[config.mk]
export PLATFORM = sky130hd
export DESIGN_NAME = motor_pwm_driver
export DESIGN_NICKNAME = d
export VERILOG_FILES = /design/src/rtl/motor_pwm_pkg.sv /design/src/rtl/motor_channel.sv /design/src/rtl/motor_pwm_driver.sv
export SDC_FILE = /design/constraint.sdc
export NUM_CORES = 1
export LEC_CHECK = 0
export ABC_AREA = 1
export ABC_CLOCK_PERIOD_IN_PS = 5600
export BUFFER_PORTS_ARGS = -buffer_cell sky130_fd_sc_hd__clkbuf_2
export CAP_MARGIN = 25
export CORE_ASPECT_RATIO = 1.5
export CORE_MARGIN = 3
export CORE_UTILIZATION = 52
export CTS_BUF_LIST = sky130_fd_sc_hd__clkbuf_4 sky130_fd_sc_hd__clkbuf_8 sky130_fd_sc_hd__clkbuf_16
export CTS_CLUSTER_DIAMETER = 60
export CTS_CLUSTER_SIZE = 20
export DETAILED_ROUTE_END_ITERATION = 10
export PLACE_DENSITY = 0.68
export RECOVER_POWER = 50
export SKIP_LAST_GASP = 1
export SLEW_MARGIN = 20
export SYNTH_ARGS = -nofsm -noshare
export SYNTH_HDL_FRONTEND = slang
export SYNTH_SLANG_ARGS = --single-unit
[constraint.sdc]
create_clock -name clk_clk -period 5.6 [get_ports clk_clk]
set_clock_uncertainty 0.2 [all_clocks]
set_input_delay 0 -clock clk_clk [delete_from_list [all_inputs] [get_ports clk_clk]]
set_output_delay 0 -clock clk_clk [all_outputs]
set_load 0.005 [all_outputs]
[src/rtl/motor_pwm_pkg.sv]
// motor_pwm_pkg: shared definitions for the dual-channel motor PWM driver.
//   ch_state_e  - channel state encoding (IDLE=0, RUN=1, DEAD=2)
//   EN/DIR/SPD  - bit positions inside a 3-bit motor command word
//   clamp_duty  - limits a duty constant to the PWM period
//   ramp_toward - one ramp step toward a target without overshooting it
package motor_pwm_pkg;
    typedef enum logic [1:0] {
        IDLE = 2'd0,
        RUN  = 2'd1,
        DEAD = 2'd2
    } ch_state_e;
    localparam int EN  = 2;
    localparam int DIR = 1;
    localparam int SPD = 0;
    function automatic int clamp_duty(input int duty, input int period);
        return duty > period ? period : duty;
    endfunction
    function automatic int ramp_toward(input int cur, input int tgt, input int step);
        return cur < tgt ? (tgt - cur > step ? cur + step : tgt)
                         : (cur - tgt > step ? cur - step : tgt);
    endfunction
endpackage

[src/rtl/motor_channel.sv]
// motor_channel: one H-bridge channel -- PWM counter, duty ramp, IDLE/RUN/DEAD FSM.
//   clk_i, rst_i    - system clock, synchronous active-high reset
//   cmd_i[2:0]      - registered command {enable, dir (1=forward), speed (1=high)}
//   prox_i          - synchronized obstacle flag; stops forward motion only
//   ina_o/inb_o     - bridge forward/reverse enables, never both high
//   pwm_o           - high while counter < current duty
//   state_o[1:0]    - current channel state
module motor_channel
    import motor_pwm_pkg::*;
#(
    parameter int PWM_PERIOD       = 2500,
    parameter int DUTY_HI          = 2250,
    parameter int DUTY_LO          = 1250,
    parameter int RAMP_STEP        = 25,
    parameter int DEADTIME_PERIODS = 20
) (
    input  logic       clk_i,
    input  logic       rst_i,
    input  logic [2:0] cmd_i,
    input  logic       prox_i,
    output logic       ina_o,
    output logic       inb_o,
    output logic       pwm_o,
    output logic [1:0] state_o
);
    localparam int W    = $clog2(PWM_PERIOD + 1);
    localparam int DW   = DEADTIME_PERIODS > 1 ? $clog2(DEADTIME_PERIODS) : 1;
    localparam int HI   = clamp_duty(DUTY_HI, PWM_PERIOD);
    localparam int LO   = clamp_duty(DUTY_LO, PWM_PERIOD);
    localparam int STEP = clamp_duty(RAMP_STEP, PWM_PERIOD);

    ch_state_e     state_q, state_d;
    logic [W-1:0]  cnt_q, cnt_d, duty_q, duty_d, tgt, ramped;
    logic [DW-1:0] dead_q, dead_d;
    logic          dir_q, dir_d, wrap, rev, stop;

    assign wrap   = cnt_q == W'(PWM_PERIOD - 1);
    assign cnt_d  = wrap ? '0 : cnt_q + 1'b1;
    // a direction change while running ramps down to zero before coasting
    assign rev    = state_q == RUN && cmd_i[DIR] != dir_q;
    assign stop   = !cmd_i[EN] || (prox_i && dir_q);
    assign tgt    = (!cmd_i[EN] || rev) ? '0 : (cmd_i[SPD] ? W'(HI) : W'(LO));
    assign ramped = W'(ramp_toward(int'(duty_q), int'(tgt), STEP));

    always_comb begin
        state_d = state_q;
        duty_d  = duty_q;
        dir_d   = dir_q;
        dead_d  = dead_q;
        case (state_q)
            IDLE: begin
                duty_d = '0;
                if (wrap && cmd_i[EN] && !(cmd_i[DIR] && prox_i)) begin
                    state_d = RUN;
                    dir_d   = cmd_i[DIR];
                    duty_d  = ramped;
                end
            end
            RUN: begin
                if (stop) begin
                    state_d = DEAD;
                    duty_d  = '0;
                    dead_d  = '0;
                end else if (wrap) begin
                    duty_d  = ramped;
                    state_d = (rev && ramped == '0) ? DEAD : RUN;
                end
            end
            DEAD: begin
                duty_d = '0;
                if (wrap) begin
                    dead_d  = (dead_q == DW'(DEADTIME_PERIODS - 1)) ? '0 : dead_q + 1'b1;
                    state_d = (dead_q == DW'(DEADTIME_PERIODS - 1)) ? IDLE : DEAD;
                end
            end
            default: state_d = IDLE;
        endcase
    end

    always_ff @(posedge clk_i) begin
        if (rst_i) begin
            state_q <= IDLE;
            cnt_q   <= '0;
            duty_q  <= '0;
            dead_q  <= '0;
            dir_q   <= 1'b0;
        end else begin
            state_q <= state_d;
            cnt_q   <= cnt_d;
            duty_q  <= duty_d;
            dead_q  <= dead_d;
            dir_q   <= dir_d;
        end
    end

    assign ina_o   = state_q == RUN && dir_q;
    assign inb_o   = state_q == RUN && !dir_q;
    assign pwm_o   = state_q == RUN && cnt_q < duty_q;
    assign state_o = state_q;
endmodule

[src/rtl/motor_pwm_driver.sv]
// motor_pwm_driver: two independent H-bridge PWM channels with ramping and dead time.
//   clk_clk, reset_reset          - system clock, synchronous active-high reset
//   motor_l_cmd/motor_r_cmd[2:0]  - {enable, dir (1=forward), speed (1=high)}
//   prox_stop                     - asynchronous obstacle sensor, halts forward motion
//   motor_x_ina/inb/pwm           - per-side bridge forward, reverse and PWM drive
//   motor_x_state[1:0]            - per-side state: 0 IDLE, 1 RUN, 2 DEAD
module motor_pwm_driver
    import motor_pwm_pkg::*;
#(
    parameter int PWM_PERIOD       = 2500,
    parameter int DUTY_HI          = 2250,
    parameter int DUTY_LO          = 1250,
    parameter int RAMP_STEP        = 25,
    parameter int DEADTIME_PERIODS = 20
) (
    input  logic       clk_clk,
    input  logic       reset_reset,
    input  logic [2:0] motor_l_cmd,
    input  logic [2:0] motor_r_cmd,
    input  logic       prox_stop,
    output logic       motor_l_ina,
    output logic       motor_l_inb,
    output logic       motor_l_pwm,
    output logic       motor_r_ina,
    output logic       motor_r_inb,
    output logic       motor_r_pwm,
    output logic [1:0] motor_l_state,
    output logic [1:0] motor_r_state
);
    logic [2:0] cmd_l_q, cmd_r_q;
    logic [1:0] prox_q;

    // prox_q[1] is the synchronized sensor; prox_q[0] absorbs metastability
    always_ff @(posedge clk_clk) begin
        if (reset_reset) begin
            cmd_l_q <= '0;
            cmd_r_q <= '0;
            prox_q  <= '0;
        end else begin
            cmd_l_q <= motor_l_cmd;
            cmd_r_q <= motor_r_cmd;
            prox_q  <= {prox_q[0], prox_stop};
        end
    end

    motor_channel #(
        .PWM_PERIOD(PWM_PERIOD), .DUTY_HI(DUTY_HI), .DUTY_LO(DUTY_LO),
        .RAMP_STEP(RAMP_STEP), .DEADTIME_PERIODS(DEADTIME_PERIODS)
    ) u_left (
        .clk_i(clk_clk), .rst_i(reset_reset), .cmd_i(cmd_l_q), .prox_i(prox_q[1]),
        .ina_o(motor_l_ina), .inb_o(motor_l_inb), .pwm_o(motor_l_pwm), .state_o(motor_l_state)
    );

    motor_channel #(
        .PWM_PERIOD(PWM_PERIOD), .DUTY_HI(DUTY_HI), .DUTY_LO(DUTY_LO),
        .RAMP_STEP(RAMP_STEP), .DEADTIME_PERIODS(DEADTIME_PERIODS)
    ) u_right (
        .clk_i(clk_clk), .rst_i(reset_reset), .cmd_i(cmd_r_q), .prox_i(prox_q[1]),
        .ina_o(motor_r_ina), .inb_o(motor_r_inb), .pwm_o(motor_r_pwm), .state_o(motor_r_state)
    );
endmodule

==> impl_metrics.yaml <==
outcome:
  status: "finished, violations left"
  violations: "max-capacitance violations, max-slew violations"
global_routing:
  grt_pass1_vias: 7253
  grt_pass1_wl_mm: 34.20
  antenna_found_initial: 0
  grt-ovfl-total: 0
  grt_max_degree: 40
  grt_usage: 0.2803
routing:
  initialDrtViolationCount: 273
  avgRoutedWirePerCell_um: 15.36
  vias: 7524
  drc: 0
  wl_met1_mm: 7.549
  dr_wl_met2_mm: 11.48
  wl_mm: 20.95
  ant_nets: 0
  vias_per_cell: 5.516
  top_layer_used: "met4"
  dr.pass1.iters: 9
  dr_wl_met3_um: 511
power_and_ir_drop:
  fin_total_pwr_w: 0.002347
  leakagePower_nw: 3.704
  max-vdd-ir-drop_v: 0.0001795
  pwr_density_cell_nw_per_um2: 300.7
floorplan:
  die_w_um: 102.0
  core_um2: 13530
  chipHeight_um: 150.0
  dieArea_um2: 15300
  start_util: 0.5311
  io_pins: 19
  num_rows: 52
clock_tree:
  h-tree-depth: 3
  hold_buffers: 12
  cts_tree: "built"
  clk-insertion-delay-late_ns: 0.33
  cts.sinks: 72
  clock-root-buffer: "clkbuf_16"
  path_clk_slew_ns: 0.06
  cts_buffer_depth: 2
  postCtsSetupRepairBufs: 0
  cts_buffers: 9
  cts_resized: 0
synth:
  synth.distinct_cells: 49
  yosys.area.top_type_share: 0.2006
  yosysTopAreaCell: "dfxtp_1"
  synth_cells: 1176
  synth_seq_area_share: 0.2006
  netlist_area_um2: 7187
  synth_seq_cells: 72
  avgSynthCellArea_um2: 6.111
  synth.area.top_cells: "dfxtp_1 (20%), nand2_1 (16%), ha_1 (11%)"
  synth.net_count: 1249
  yosysWarnings: 0
sta:
  setup_violations: 0
  worstMarginPinSlew_ns: 1.830
  rsz0062_at_grt: "false"
  slew_headroom: -0.2200
  finalHoldViolCount: 0
  fin_ws_ns: 0.7630
  tns_ns: 0
  finalCritPeriodShare: 0.8637
  fmax_mhz: 206.7
  slew_violations: 40
  min_period_ns: 4.837
job:
  drv_cap: 1
setup_path:
  cp.arrival_ns: 4.77
  critPathKind: "reg2reg"
  startpoint_type: "flop"
  crit_path_max_fanout: 13
  worstPathRequired_ns: 5.53
  cp-end-kind: "flop"
placement:
  hpwl_mm: 17.24
  gp_congestion: 1.036
  portBuffers: 18
  pre_cts_ws_ns: 0.9113
final_layout:
  num_antenna_cells: 0
  layout_common_cells: "nand2_1 (314), inv_1 (146), nor2_1 (122)"
  area_growth_pct: 8.600
  fillers: 1422
  final_nets: 1270
  layout_commonest_cell: "nand2_1"
  drive_above_1_share: 0.07987
worst_hold_path:
  hold_path.class: "reg2reg"
-- state kept, by name (all words and copies together), names as in the netlist, 3 cells and up --
name,cells
cmd_l_q,3
u_left.cnt_q,12
u_right.cnt_q,12
cmd_r_q,3
u_left.duty_q,12
u_left.dead_q,5
u_right.duty_q,12
u_right.dead_q,5
-- per-layer routing --
| metal | up-vias | track usage |
|---|---|---|
| met5 | - | 0 |
| met4 | 0 | 0.1747 |
| met3 | 90 | 0.02519 |
| met2 | 181 | 0.5449 |
| met1 | 3385 | 0.2732 |
| li1 | 3868 | - |
-- layout make-up --
cell class / count / area (um^2) / area share
clock buffer: 9 / 225.2 / 0.02886
inverter: 161 / 609.3 / 0.07807
tap: 162 / 202.7 / 0.02597
timing repair buffer: 34 / 229.0 / 0.02934
clock inverter: 7 / 95.09 / 0.01218
multi-input combinational: 919 / 5002 / 0.6409
sequential: 72 / 1441 / 0.1847
-- cells in the mapped netlist (all sizes together) --
cell type,instances
nand2,334
nand3,115
a2111oi,1
o21a,4
and2,1
inv,157
ha,64
buf,12
o21ai,49
a21oi,81
o211ai,4
clkinv,4
o221ai,1
or2,8
a211oi,5
o21bai,1
dfxtp,72
nor3,28
and3,2
o311ai,1
nand3b,2
o211a,1
nand4,17
nor2,132
a21boi,3
o31ai,3
clkbuf,12
a31oi,2
a21o,3
nor4,7
o221a,1
or4,2
xor2,35
nor3b,12
-- worst max-delay path, cell delays in order, from the launching register on --
cell	delay, ns
dfxtp_1	0.42
inv_1	0.09
ha_1	0.28
nand3_2	0.18
nand2_1	0.24
nor2_1	0.28
inv_1	0.17
ha_1	0.43
nand2_1	0.12
nand2_1	0.11
nand3b_1	0.14
nand4_1	0.14
nand2_1	0.06
nand2_1	0.34
inv_1	0.34
nand2_1	0.14
a21boi_0	0.32
o21ai_2	0.08
nand2_1	0.06
clkinv_1	0.05
nand2_1	0.05
nor2_1	0.04
nand3_1	0.09
nand2_1	0.05
nand2_1	0.07
nand2_1	0.05
nand2_1	0.05
a21oi_1	0.05
-- stage by stage --
stage	hold WS, ns	instance area [um^2]	util	cells
after global placement	-0.003261	7376	0.5450	1336
after floorplan	-0.09303	7187	-	1176
after global routing	0.2708	7805	0.5767	1364
final	0.2488	7805	0.5767	1364
after detailed placement	-0.002802	7376	0.5450	1336
after CTS	0.2365	7816	0.5776	1364
-- where the power goes --
group	internal [W]	switching [W]	total [W]
Clock	0.000391	0.000226	0.000616
Combinational	0.000386	0.000762	0.00115
Sequential	0.000541	0.0000421	0.000583
Total	0.00132	0.00103	0.00235
-- final timing paths --
kind | from | to | slack [ns] | cells past startpoint
worst max-delay path | u_right.state_o[1]$_SDFFE_PP0P_ | u_right.state_o[1]$_SDFFE_PP0P_ | 0.76 | 27
worst min-delay path | prox_q[0]$_SDFF_PP0_ | prox_q[1]$_SDFF_PP0_ | 0.25 | 2
worst max register to register | u_right.state_o[1]$_SDFFE_PP0P_ | u_right.state_o[1]$_SDFFE_PP0P_ | 0.76 | 27
worst min register to register | prox_q[0]$_SDFF_PP0_ | prox_q[1]$_SDFF_PP0_ | 0.25 | 2
-- cells by family (layout without fill, tap and decap cells) --
logic type / Yosys count / in the layout / share of synthesized area
AND/OR/NAND/NOR: 660 / 660 / 0.4149
buffers and inverters: 185 / 211 / 0.1034
AO/OA/AOI/OAI: 160 / 160 / 0.1271
flip-flops: 72 / 72 / 0.2006
adder cells (fa/ha/maj): 64 / 64 / 0.1114
XOR/XNOR: 35 / 35 / 0.04265
No activity file was read; power rests on OpenSTA's default activity.
